==> config.mk <==
export PLATFORM = sky130hd
export DESIGN_NAME = zoom_sequencer_flat
export DESIGN_NICKNAME = d
export VERILOG_FILES = /design/src/rtl/zoom_pkg.sv /design/src/rtl/zoom_sequencer_if.sv /design/src/rtl/watchdog_counter.sv /design/src/rtl/zoom_sequencer.sv /design/src/flat_wrapper.sv
export SDC_FILE = /design/constraint.sdc
export NUM_CORES = 1
export LEC_CHECK = 0
export BUFFER_PORTS_ARGS = -buffer_cell sky130_fd_sc_hd__clkbuf_2
export CAP_MARGIN = 20
export CORE_UTILIZATION = 45
export CTS_BUF_LIST = sky130_fd_sc_hd__clkbuf_2 sky130_fd_sc_hd__clkbuf_4 sky130_fd_sc_hd__clkbuf_8
export DETAILED_ROUTE_END_ITERATION = 8
export PLACE_DENSITY_LB_ADDON = 0.08
export SYNTH_ARGS = -nofsm -noshare
export SYNTH_HDL_FRONTEND = slang
export SYNTH_SLANG_ARGS = --single-unit
==> constraint.sdc <==
create_clock -name CLOCK_50 -period 3.6 [get_ports CLOCK_50]
set_input_delay 0 -clock CLOCK_50 [delete_from_list [all_inputs] [get_ports CLOCK_50]]
set_output_delay 0 -clock CLOCK_50 [all_outputs]
set_load 0.02 [all_outputs]
==> src/rtl/zoom_pkg.sv <==
// zoom_pkg: shared constants and encodings for the zoom sequencer.
//   - default zoom-level constants (1/8x .. 8x, 1x at LEVEL_BASE_DEF)
//   - scaling-engine mode encoding driven on eng_mode
//   - operator algorithm-select encoding
//   - sequencer FSM state encoding and latched command kind
package zoom_pkg;

  localparam int LEVEL_W        = 3;
  localparam int LEVEL_MIN_DEF  = 0;
  localparam int LEVEL_BASE_DEF = 3;
  localparam int LEVEL_MAX_DEF  = 6;

  typedef enum logic [2:0] {
    ST_IDLE   = 3'd0,
    ST_CHECK  = 3'd1,
    ST_START  = 3'd2,
    ST_WAIT   = 3'd3,
    ST_REPORT = 3'd4
  } state_t;

  typedef enum logic [2:0] {
    MODE_COPY    = 3'd0,
    MODE_NN_IN   = 3'd1,
    MODE_REP_IN  = 3'd2,
    MODE_DEC_OUT = 3'd3,
    MODE_AVG_OUT = 3'd4
  } eng_mode_t;

  // Bit 1 of the algorithm code is the zoom direction (1 = out).
  typedef enum logic [1:0] {
    ALGO_NN_IN   = 2'b00,
    ALGO_REP_IN  = 2'b01,
    ALGO_DEC_OUT = 2'b10,
    ALGO_AVG_OUT = 2'b11
  } algo_t;

  typedef enum logic [1:0] {
    CMD_RETURN   = 2'd0,
    CMD_ZOOM_IN  = 2'd1,
    CMD_ZOOM_OUT = 2'd2
  } cmd_t;

  function automatic eng_mode_t algo_to_mode(input algo_t a);
    case (a)
      ALGO_NN_IN:   return MODE_NN_IN;
      ALGO_REP_IN:  return MODE_REP_IN;
      ALGO_DEC_OUT: return MODE_DEC_OUT;
      default:      return MODE_AVG_OUT;
    endcase
  endfunction

endpackage

==> src/rtl/zoom_sequencer_if.sv <==
// zoom_sequencer_if: handshake between the zoom sequencer and the scaling engine.
//   eng_start        sequencer -> engine  one-cycle start strobe
//   eng_abort        sequencer -> engine  one-cycle abort strobe
//   eng_mode         sequencer -> engine  scaling mode (zoom_pkg::eng_mode_t)
//   eng_target_level sequencer -> engine  zoom level to produce
//   eng_done         engine -> sequencer  one-cycle completion strobe
interface zoom_sequencer_if;
  import zoom_pkg::*;

  logic               eng_start;
  logic               eng_abort;
  logic [2:0]         eng_mode;
  logic [LEVEL_W-1:0] eng_target_level;
  logic               eng_done;

  modport master (
    output eng_start, eng_abort, eng_mode, eng_target_level,
    input  eng_done
  );

  modport slave (
    input  eng_start, eng_abort, eng_mode, eng_target_level,
    output eng_done
  );

endinterface

==> src/rtl/watchdog_counter.sv <==
// watchdog_counter: cycle counter that flags expiry after TIMEOUT_CYCLES counts.
//   clk, rst  clock and asynchronous active-high reset
//   clear     synchronous clear to zero (has priority over enable)
//   enable    count one per cycle
//   expired   high while the count equals TIMEOUT_CYCLES-1
module watchdog_counter #(
  parameter  int TIMEOUT_CYCLES = 1000000,
  localparam int CNT_W = (TIMEOUT_CYCLES > 1) ? $clog2(TIMEOUT_CYCLES) : 1
) (
  input  logic clk,
  input  logic rst,
  input  logic clear,
  input  logic enable,
  output logic expired
);

  logic [CNT_W-1:0] count;

  assign expired = (count == CNT_W'(TIMEOUT_CYCLES - 1));

  // Holding at the terminal value keeps expired asserted instead of wrapping.
  always_ff @(posedge clk or posedge rst) begin
    if (rst)
      count <= '0;
    else if (clear)
      count <= '0;
    else if (enable && !expired)
      count <= count + 1'b1;
  end

endmodule

==> src/rtl/zoom_sequencer.sv <==
// zoom_sequencer: accepts operator zoom commands, validates them against the
// selection-error inputs, algorithm direction and level limits, launches the
// scaling engine and reports completion, rejection or timeout.
//   CLOCK_50, POWER_ON_RESET       clock, asynchronous active-high reset
//   cmd_*_pulse                    one-cycle command strobes
//   cmd_algorithm_select           zoom_pkg::algo_t
//   cmd_multiple_sw_error,
//   cmd_no_sw_error                selection-error levels (reject when high)
//   controller_done                one-cycle completion strobe
//   controller_zoom_level          current zoom level
//   cmd_error                      last command rejected or timed out
//   busy                           high whenever not idle
//   eng                            engine handshake (zoom_sequencer_if.master)
module zoom_sequencer
  import zoom_pkg::*;
#(
  parameter int TIMEOUT_CYCLES = 1000000,
  parameter int LEVEL_BASE     = LEVEL_BASE_DEF,
  parameter int LEVEL_MIN      = LEVEL_MIN_DEF,
  parameter int LEVEL_MAX      = LEVEL_MAX_DEF
) (
  input  logic               CLOCK_50,
  input  logic               POWER_ON_RESET,
  input  logic               cmd_reset_pulse,
  input  logic               cmd_zoom_in_pulse,
  input  logic               cmd_zoom_out_pulse,
  input  logic               cmd_return_pulse,
  input  logic [1:0]         cmd_algorithm_select,
  input  logic               cmd_multiple_sw_error,
  input  logic               cmd_no_sw_error,
  output logic               controller_done,
  output logic [LEVEL_W-1:0] controller_zoom_level,
  output logic               cmd_error,
  output logic               busy,
  zoom_sequencer_if.master   eng
);

  localparam logic [LEVEL_W-1:0] LVL_BASE = LEVEL_W'(LEVEL_BASE);
  localparam logic [LEVEL_W-1:0] LVL_MIN  = LEVEL_W'(LEVEL_MIN);
  localparam logic [LEVEL_W-1:0] LVL_MAX  = LEVEL_W'(LEVEL_MAX);

  state_t             state_q, state_n;
  cmd_t               cmd_q, cmd_n;
  eng_mode_t          mode_q, mode_n;
  logic [LEVEL_W-1:0] tgt_q, tgt_n;
  logic [LEVEL_W-1:0] level_q, level_n;
  logic               err_q, err_n;
  logic               abort;
  logic               reject;
  logic               wd_expired;
  algo_t              algo;

  assign algo = algo_t'(cmd_algorithm_select);

  watchdog_counter #(.TIMEOUT_CYCLES(TIMEOUT_CYCLES)) u_watchdog (
    .clk     (CLOCK_50),
    .rst     (POWER_ON_RESET),
    .clear   (state_q != ST_WAIT),
    .enable  (state_q == ST_WAIT),
    .expired (wd_expired)
  );

  always_ff @(posedge CLOCK_50 or posedge POWER_ON_RESET) begin
    if (POWER_ON_RESET)
      state_q <= ST_IDLE;
    else
      state_q <= state_n;
  end

  always_comb begin
    state_n = state_q;
    cmd_n   = cmd_q;
    mode_n  = mode_q;
    tgt_n   = tgt_q;
    level_n = level_q;
    err_n   = err_q;
    abort   = 1'b0;
    reject  = 1'b0;
    // The operator reset strobe overrides whatever is in flight.
    if (cmd_reset_pulse) begin
      state_n = ST_IDLE;
      level_n = LVL_BASE;
      err_n   = 1'b0;
      abort   = (state_q == ST_WAIT);
    end else begin
      case (state_q)
        ST_IDLE: begin
          if (cmd_return_pulse) begin
            cmd_n   = CMD_RETURN;
            state_n = ST_CHECK;
          end else if (cmd_zoom_in_pulse) begin
            cmd_n   = CMD_ZOOM_IN;
            state_n = ST_CHECK;
          end else if (cmd_zoom_out_pulse) begin
            cmd_n   = CMD_ZOOM_OUT;
            state_n = ST_CHECK;
          end
        end
        ST_CHECK: begin
          reject = cmd_no_sw_error || cmd_multiple_sw_error ||
                   ((cmd_q == CMD_ZOOM_IN)  && ( algo[1] || (level_q == LVL_MAX))) ||
                   ((cmd_q == CMD_ZOOM_OUT) && (!algo[1] || (level_q == LVL_MIN)));
          if (reject) begin
            state_n = ST_REPORT;
            err_n   = 1'b1;
          end else if ((cmd_q == CMD_RETURN) && (level_q == LVL_BASE)) begin
            state_n = ST_REPORT;
            err_n   = 1'b0;
          end else begin
            state_n = ST_START;
            case (cmd_q)
              CMD_ZOOM_IN: begin
                mode_n = algo_to_mode(algo);
                tgt_n  = level_q + 1'b1;
              end
              CMD_ZOOM_OUT: begin
                mode_n = algo_to_mode(algo);
                tgt_n  = level_q - 1'b1;
              end
              default: begin
                mode_n = MODE_COPY;
                tgt_n  = LVL_BASE;
              end
            endcase
          end
        end
        ST_START: state_n = ST_WAIT;
        ST_WAIT: begin
          // Completion is checked first so it wins over a coincident timeout.
          if (eng.eng_done) begin
            level_n = tgt_q;
            err_n   = 1'b0;
            state_n = ST_REPORT;
          end else if (wd_expired) begin
            abort   = 1'b1;
            err_n   = 1'b1;
            state_n = ST_REPORT;
          end
        end
        ST_REPORT: state_n = ST_IDLE;
        default:   state_n = ST_IDLE;
      endcase
    end
  end

  always_ff @(posedge CLOCK_50 or posedge POWER_ON_RESET) begin
    if (POWER_ON_RESET) begin
      cmd_q   <= CMD_RETURN;
      mode_q  <= MODE_COPY;
      tgt_q   <= LVL_BASE;
      level_q <= LVL_BASE;
      err_q   <= 1'b0;
    end else begin
      cmd_q   <= cmd_n;
      mode_q  <= mode_n;
      tgt_q   <= tgt_n;
      level_q <= level_n;
      err_q   <= err_n;
    end
  end

  // A reset strobe landing on START/REPORT suppresses that cycle's strobe.
  assign eng.eng_start          = (state_q == ST_START)  && !cmd_reset_pulse;
  assign controller_done        = (state_q == ST_REPORT) && !cmd_reset_pulse;
  assign eng.eng_abort          = abort;
  assign eng.eng_mode           = mode_q;
  assign eng.eng_target_level   = tgt_q;
  assign controller_zoom_level  = level_q;
  assign cmd_error              = err_q;
  assign busy                   = (state_q != ST_IDLE);

endmodule

==> src/flat_wrapper.sv <==
// flat-port wrapper written by rule: the top's interface ports become plain ports
module zoom_sequencer_flat import zoom_pkg::*;
#(
  parameter int TIMEOUT_CYCLES = 1000000,
  parameter int LEVEL_BASE     = LEVEL_BASE_DEF,
  parameter int LEVEL_MIN      = LEVEL_MIN_DEF,
  parameter int LEVEL_MAX      = LEVEL_MAX_DEF
)
  (CLOCK_50, POWER_ON_RESET, cmd_reset_pulse, cmd_zoom_in_pulse, cmd_zoom_out_pulse, cmd_return_pulse, cmd_algorithm_select, cmd_multiple_sw_error, cmd_no_sw_error, controller_done, controller_zoom_level, cmd_error, busy, eng_eng_start, eng_eng_abort, eng_eng_mode, eng_eng_target_level, eng_eng_done);
  zoom_sequencer_if eng_i ();
  input  logic CLOCK_50;
  input  logic POWER_ON_RESET;
  input  logic cmd_reset_pulse;
  input  logic cmd_zoom_in_pulse;
  input  logic cmd_zoom_out_pulse;
  input  logic cmd_return_pulse;
  input  logic [1:0] cmd_algorithm_select;
  input  logic cmd_multiple_sw_error;
  input  logic cmd_no_sw_error;
  output logic controller_done;
  output logic [LEVEL_W-1:0] controller_zoom_level;
  output logic cmd_error;
  output logic busy;
  output wire logic [$bits(eng_i.eng_start)-1:0] eng_eng_start;
  output wire logic [$bits(eng_i.eng_abort)-1:0] eng_eng_abort;
  output wire logic [$bits(eng_i.eng_mode)-1:0] eng_eng_mode;
  output wire logic [$bits(eng_i.eng_target_level)-1:0] eng_eng_target_level;
  input wire logic [$bits(eng_i.eng_done)-1:0] eng_eng_done;
  assign eng_eng_start = eng_i.eng_start;
  assign eng_eng_abort = eng_i.eng_abort;
  assign eng_eng_mode = eng_i.eng_mode;
  assign eng_eng_target_level = eng_i.eng_target_level;
  assign eng_i.eng_done = eng_eng_done;
  zoom_sequencer #(.TIMEOUT_CYCLES(TIMEOUT_CYCLES), .LEVEL_BASE(LEVEL_BASE), .LEVEL_MIN(LEVEL_MIN), .LEVEL_MAX(LEVEL_MAX)) u_core (.CLOCK_50(CLOCK_50), .POWER_ON_RESET(POWER_ON_RESET), .cmd_reset_pulse(cmd_reset_pulse), .cmd_zoom_in_pulse(cmd_zoom_in_pulse), .cmd_zoom_out_pulse(cmd_zoom_out_pulse), .cmd_return_pulse(cmd_return_pulse), .cmd_algorithm_select(cmd_algorithm_select), .cmd_multiple_sw_error(cmd_multiple_sw_error), .cmd_no_sw_error(cmd_no_sw_error), .controller_done(controller_done), .controller_zoom_level(controller_zoom_level), .cmd_error(cmd_error), .busy(busy), .eng(eng_i));
endmodule
=== Word level (Yosys, flattened, before mapping) ===
Cells that the tools add are included.
Widths: inputs -> output; s select.

* Bitwise logic cells: 3
* Magnitude comparators: 0
* Equality and inequality tests: 15
* Div/mod/pow operators: 0
* Mux-type cells: 30
* Shift-type cells: 0
* Multiply operators: 0
* Add/subtract/negate cells: 3
* Reduce and logical (&&, ||, !) cells: 30

{| class="wikitable"
|+ Operators with widths
! cell !! number
|-
| $mux 20 || 2
|-
| $mux 3 || 12
|-
| $add 20x1->20 const B || 1
|-
| $eq 20x20->1 const B || 1
|-
| $pmux 3 s4 || 1
|-
| $eq 3x2->1 const B || 3
|-
| $mux 1 || 9
|-
| $pmux 3 s3 || 1
|-
| $reduce_bool 3->1 || 3
|-
| $eq 3x3->1 const B || 2
|-
| $logic_and 1x1->1 || 6
|-
| $logic_not 3->1 || 2
|-
| $mux 2 || 3
|-
| $pmux 3 s2 || 1
|-
| $reduce_and 3->1 || 2
|-
| $reduce_bool 2->1 || 3
|-
| $logic_or 1x1->1 || 5
|-
| $ne 5x5->1 const B || 1
|-
| $eq 2x1->1 const B || 2
|-
| $eq 2x2->1 const B || 2
|-
| $logic_not 2->1 || 2
|-
| $ne 4x2->1 const B || 1
|-
| $ne 4x3->1 const B || 1
|-
| $reduce_and 2->1 || 2
|-
| other kinds (9) || 13
|}

* Memories: 0
* Latch bits: 0
* Register bits: 35
* Output and inout bits: 14
* ROM bits: 0
* Memory bits (writable): 0
* Word-level logic and storage cells: 88

=== Depth between registers and ports, before layout ===
* Depth after elaboration: 8
* Gate-level depth with buffers: 8

=== Cells and area by module ===
From an unflattened synthesis, not the netlist that was laid out.

* Cells, all modules: 223
* Area, all modules: 2165.8 um^2

{| class="wikitable"
|+ Modules (own cells, without submodules)
! module !! area each (um^2) !! seq. area each (um^2) !! cells an instance !! times used
|-
| watchdog_counter || 1174.9 || 500.5 || 122 || 1
|-
| zoom_sequencer || 991.0 || 380.4 || 101 || 1
|}

=== Worst setup path before layout ===
Ideal clock, no wire load.

* Path type: reg-to-reg
* Start: reg u_core.u_watchdog.count[0]
* End: reg u_core.err_q (netlist: u_core.cmd_error)
* Library setup time: 0.125 ns
* Cell stages (with the launch flop): 8
* Data arrival time: 1.933 ns
* Data required time: 3.475 ns
* Buffers on the path: 1
* Slack: 1.542 ns
* Path through: dfrtp_1 > ha_1 > and3_4 > nand3_4 > or3_1 > buf_6 > a211o_1 > mux2_4

* Word-level cells in the longest chain between the ends: 3

{| class="wikitable"
|+ Ends and longest elaborated chain
! item !! line !! text
|-
| from (decl) || watchdog_counter.sv:17 || <nowiki>logic [CNT_W-1:0] count;</nowiki>
|-
| from (signal assigned) || watchdog_counter.sv:28 || <nowiki>count <= count + 1'b1;</nowiki>
|-
| $eq 20x20->1 || watchdog_counter.sv:19 || <nowiki>assign expired = (count == CNT_W'(TIMEOUT_CYCLES - 1));</nowiki>
|-
| $ne 4x3->1 (no source line) || n/a ||
|-
| $reduce_and 3->1 (no source line) || n/a ||
|-
| to (signal assigned) || zoom_sequencer.sv:158 || <nowiki>err_q <= err_n;</nowiki>
|-
| to (decl) || zoom_sequencer.sv:47 || <nowiki>logic err_q, err_n;</nowiki>
|}

No other way between the ends.
A chain may end at the register's enable or synchronous reset.

=== Worst setup path in the final report ===
Same ends and word-level chain as after synthesis.

==> results by group <==
Critical path
  • Crit-path slowest cell: or3_1
  • Reg2Reg Setup Slack: 1390 ps
  • WP data required: 3770 ps
  • WP data arrival: 2380 ps
  • Crit path largest cell delay: 490 ps
  • CP Cell Sequence: ha_1, and3_4, nand3_4, or3_1, a211o_1, mux2_4
  • Crit path launch type: flip-flop
  • CP Class: flip-flop to flip-flop
  • CP max FO: 7
  • Crit end category: flip-flop

GRT
  • Gr ovfl total: 0
  • Initial antenna violation count: 0
  • Largest net degree at the start of global routing: 36
  • Total GRT Usage: 0.203
  • Vias in the first global route: 1500
  • Global-route wire length before repair: 6880 µm

Timing
  • Clock skew: 4.15 ps
  • RSZ-0062 raised after global routing: false
  • Final Hold Viols: 0
  • Fmax: 452 MHz
  • Final min period: 2210 ps
  • Actual slew at the worst max-slew pin: 847 ps
  • Final Cycle Share: 0.615
  • Final setup viols: 0
  • Max-slew violation count: 0
  • Max transition margin: 0.434
  • Final setup TNS: 0 ps

Clocking
  • CTS Buf Count: 5
  • Num Clock Sinks: 35
  • Setup Buffers After CTS: 0
  • CTS Root Cell: clkbuf_8
  • TritonCTS clock tree: yes
  • # H-tree levels: 2
  • Worst-Skew Late Latency: 290 ps
  • CTS max path bufs: 2
  • Clock Pin Slew Worst Setup and Hold Paths: 70 ps

Synth
  • #FFs+latches synth: 35
  • Post-synthesis sequential area ratio: 0.448
  • Post-synth top flop: dfrtp_1
  • Post-synth top cells: dfrtp_1, nor2_1, nand2_1, inv_1, xor2_1
  • Dominant cell type by area after synthesis: dfrtp_1
  • Syn. warnings: 0
  • Async SR Flop Fraction: 1.00
  • Syn Nets: 230
  • Cell variety after synth: 43
  • Post-synth EDFFs: 0
  • Most common cell in the netlist: dfrtp_1
  • Yosys top cell area share: 0.395
  • Syn avg cell area: 9.32 µm²
  • Top cells by area, synth: dfrtp_1, dfstp_2, nor2_1
  • Synth Instances: 211
  • Post-synthesis instance area: 1970 µm²

Die
  • Chip width: 68.1 µm
  • CORE AREA: 4090 µm²
  • FP Rows: 23
  • Initial Util: 0.481
  • Die area: 4640 µm²
  • Die height: 68.1 µm
  • IO Count: 25

Place
  • Port Buffers: 24
  • Post-DP HPWL: 2830 µm
  • Area after DPL: 2120 µm²
  • GPL Wtd Cong: 0.837

Power
  • Comb pwr share: 0.219
  • Int Power: 688 µW
  • Maximum vdd drop: 0.300 mV
  • Total power per unit cell area: 444 nW/µm²
  • Switching Power: 310 µW
  • LEAKAGE: 1.03 nW
  • Clk pwr share: 0.296
  • Switching fraction of total power: 0.310
  • Seq pwr share: 0.485

Routing
  • Vias/cell: 5.37
  • DR DRC count: 0
  • DR WL/cell: 14.2 µm
  • DRT Pass-1 Iters: 4
  • Via count: 1558
  • Detail Route Antenna Nets: 0
  • First DRT Iteration DRCs: 70
  • Drt total wl: 4110 µm

Finish
  • Share of layout cells above drive strength 1: 0.183
  • ANT cells: 0
  • Final nets: 258
  • Fillcell total: 392
  • Final Instance Area: 2250 µm²
  • P&R area growth vs syn: 14.4%

Flow run
  • Max cap viols: 0

Worst hold path
  • Hold WC Path Type: input port to flip-flop

Run status
  • Outcome: finished clean
==> timing repair <==
item                                   4_1_cts  5_1_grt
resized for setup                            0        0
endpoints found under the hold margin       33        0
hold buffers                                 3        0
==> per-layer routing <==
metal,part of all wire,global-route usage
met4,0.012,0.0677
met1,0.49,0.281
met2,0.45,0.303
met3,0.042,0.0550
met5,0,0
==> layout make-up <==
class                      count  area [µm²]  share of cell area
multi-input combinational    151         983               0.437
sequential                    35         881               0.392
timing repair buffer          30         170              0.0757
clock buffer                   8        91.3              0.0406
tap                           50        62.6              0.0278
inverter                      16        60.1              0.0267
==> worst max-delay path: cells and delay by family, from the launching register on <==
kind	cells	cell delay [ps]
compound gates	1	350
fa+ha+maj	1	240
flops	1	400
mux	1	290
simple gates	3	820
==> power groups by stage <==
stage          registers, mW  logic, mW  clock network, mW
2_1_floorplan          0.527      0.105                  0
3_3_place_gp           0.487      0.214                  0
3_5_place_dp           0.490      0.217                  0
4_1_cts                0.483      0.221              0.309
5_1_grt                0.491      0.245              0.324
6_report               0.484      0.218              0.296
==> logic make-up (layout without fill, tap and decap cells) <==
family | count (synthesis) | count (layout) | share of synthesized area
mux | 3 | 3 | 0.0178
buf+inv | 25 | 54 | 0.0516
flops | 35 | 35 | 0.448
fa+ha+maj | 8 | 8 | 0.0547
xor+xnor | 18 | 18 | 0.0802
simple gates | 91 | 91 | 0.247
compound gates | 31 | 31 | 0.101
==> flip-flops by register name (all words and copies together) (netlist names) <==
name                          cells
u_core.u_watchdog.count          20
u_core.controller_zoom_level      3
u_core.eng.eng_mode               3
u_core.eng.eng_target_level       3
u_core.state_q                    3
u_core.cmd_q                      2
u_core.cmd_error                  1
==> final timing paths <==
| kind | depth (start not counted) | endpoint | start |
|---|---|---|---|
| worst max-delay path | 6 | u_core.cmd_error$_DFFE_PP0P_ | u_core.u_watchdog.count[0]$_DFFE_PP0P_ |
| worst min-delay path | 3 | u_core.cmd_q[0]$_DFFE_PP0P_ | cmd_return_pulse |
| worst max register to register | 6 | u_core.cmd_error$_DFFE_PP0P_ | u_core.u_watchdog.count[0]$_DFFE_PP0P_ |
| worst min register to register | 2 | u_core.eng.eng_target_level[1]$_DFFE_PP1P_ | u_core.eng.eng_target_level[1]$_DFFE_PP1P_ |
| max in group asynchronous | 4 | u_core.controller_zoom_level[1]$_DFFE_PP1P_ | POWER_ON_RESET |
| min in group asynchronous | 4 | u_core.u_watchdog.count[16]$_DFFE_PP0P_ | POWER_ON_RESET |
==> per-stage QoR <==
| step | total power [mW] | instances | setup WS, ps | utilization | hold slack (ps) |
|---|---|---|---|---|---|
| 4_1_cts | 1.01 | 289 | 1390 | 0.549 | 37.4 |
| 5_1_grt | 1.06 | 290 | 1260 | 0.550 | 59.5 |
| 3_5_place_dp | 0.706 | 278 | 1400 | 0.519 | 129 |
| 6_report | 0.998 | 290 | 1390 | 0.550 | 40.8 |
| 3_3_place_gp | 0.701 | 278 | 1490 | 0.519 | 101 |
| 2_1_floorplan | 0.632 | 211 | 1540 | - | 148 |
==> cells in the final DEF, fill, tap and decap left out, drive strengths merged, types with 2 or more instances in the layout <==
cell type	n
inv	16
nand2	18
xnor2	6
nor4b	2
nand2b	3
a311o	2
or3	3
nor2	28
clkbuf	33
a31oi	3
nor4	3
o21ai	9
a211oi	2
and3	8
ha	7
buf	2
dfrtp	31
nor3	5
xor2	12
mux2i	2
nand3	11
a21oi	7
dfstp	4
o31ai	2
dlygate4sd3	3
nand4	3
Power figures use the tool's default switching activity.
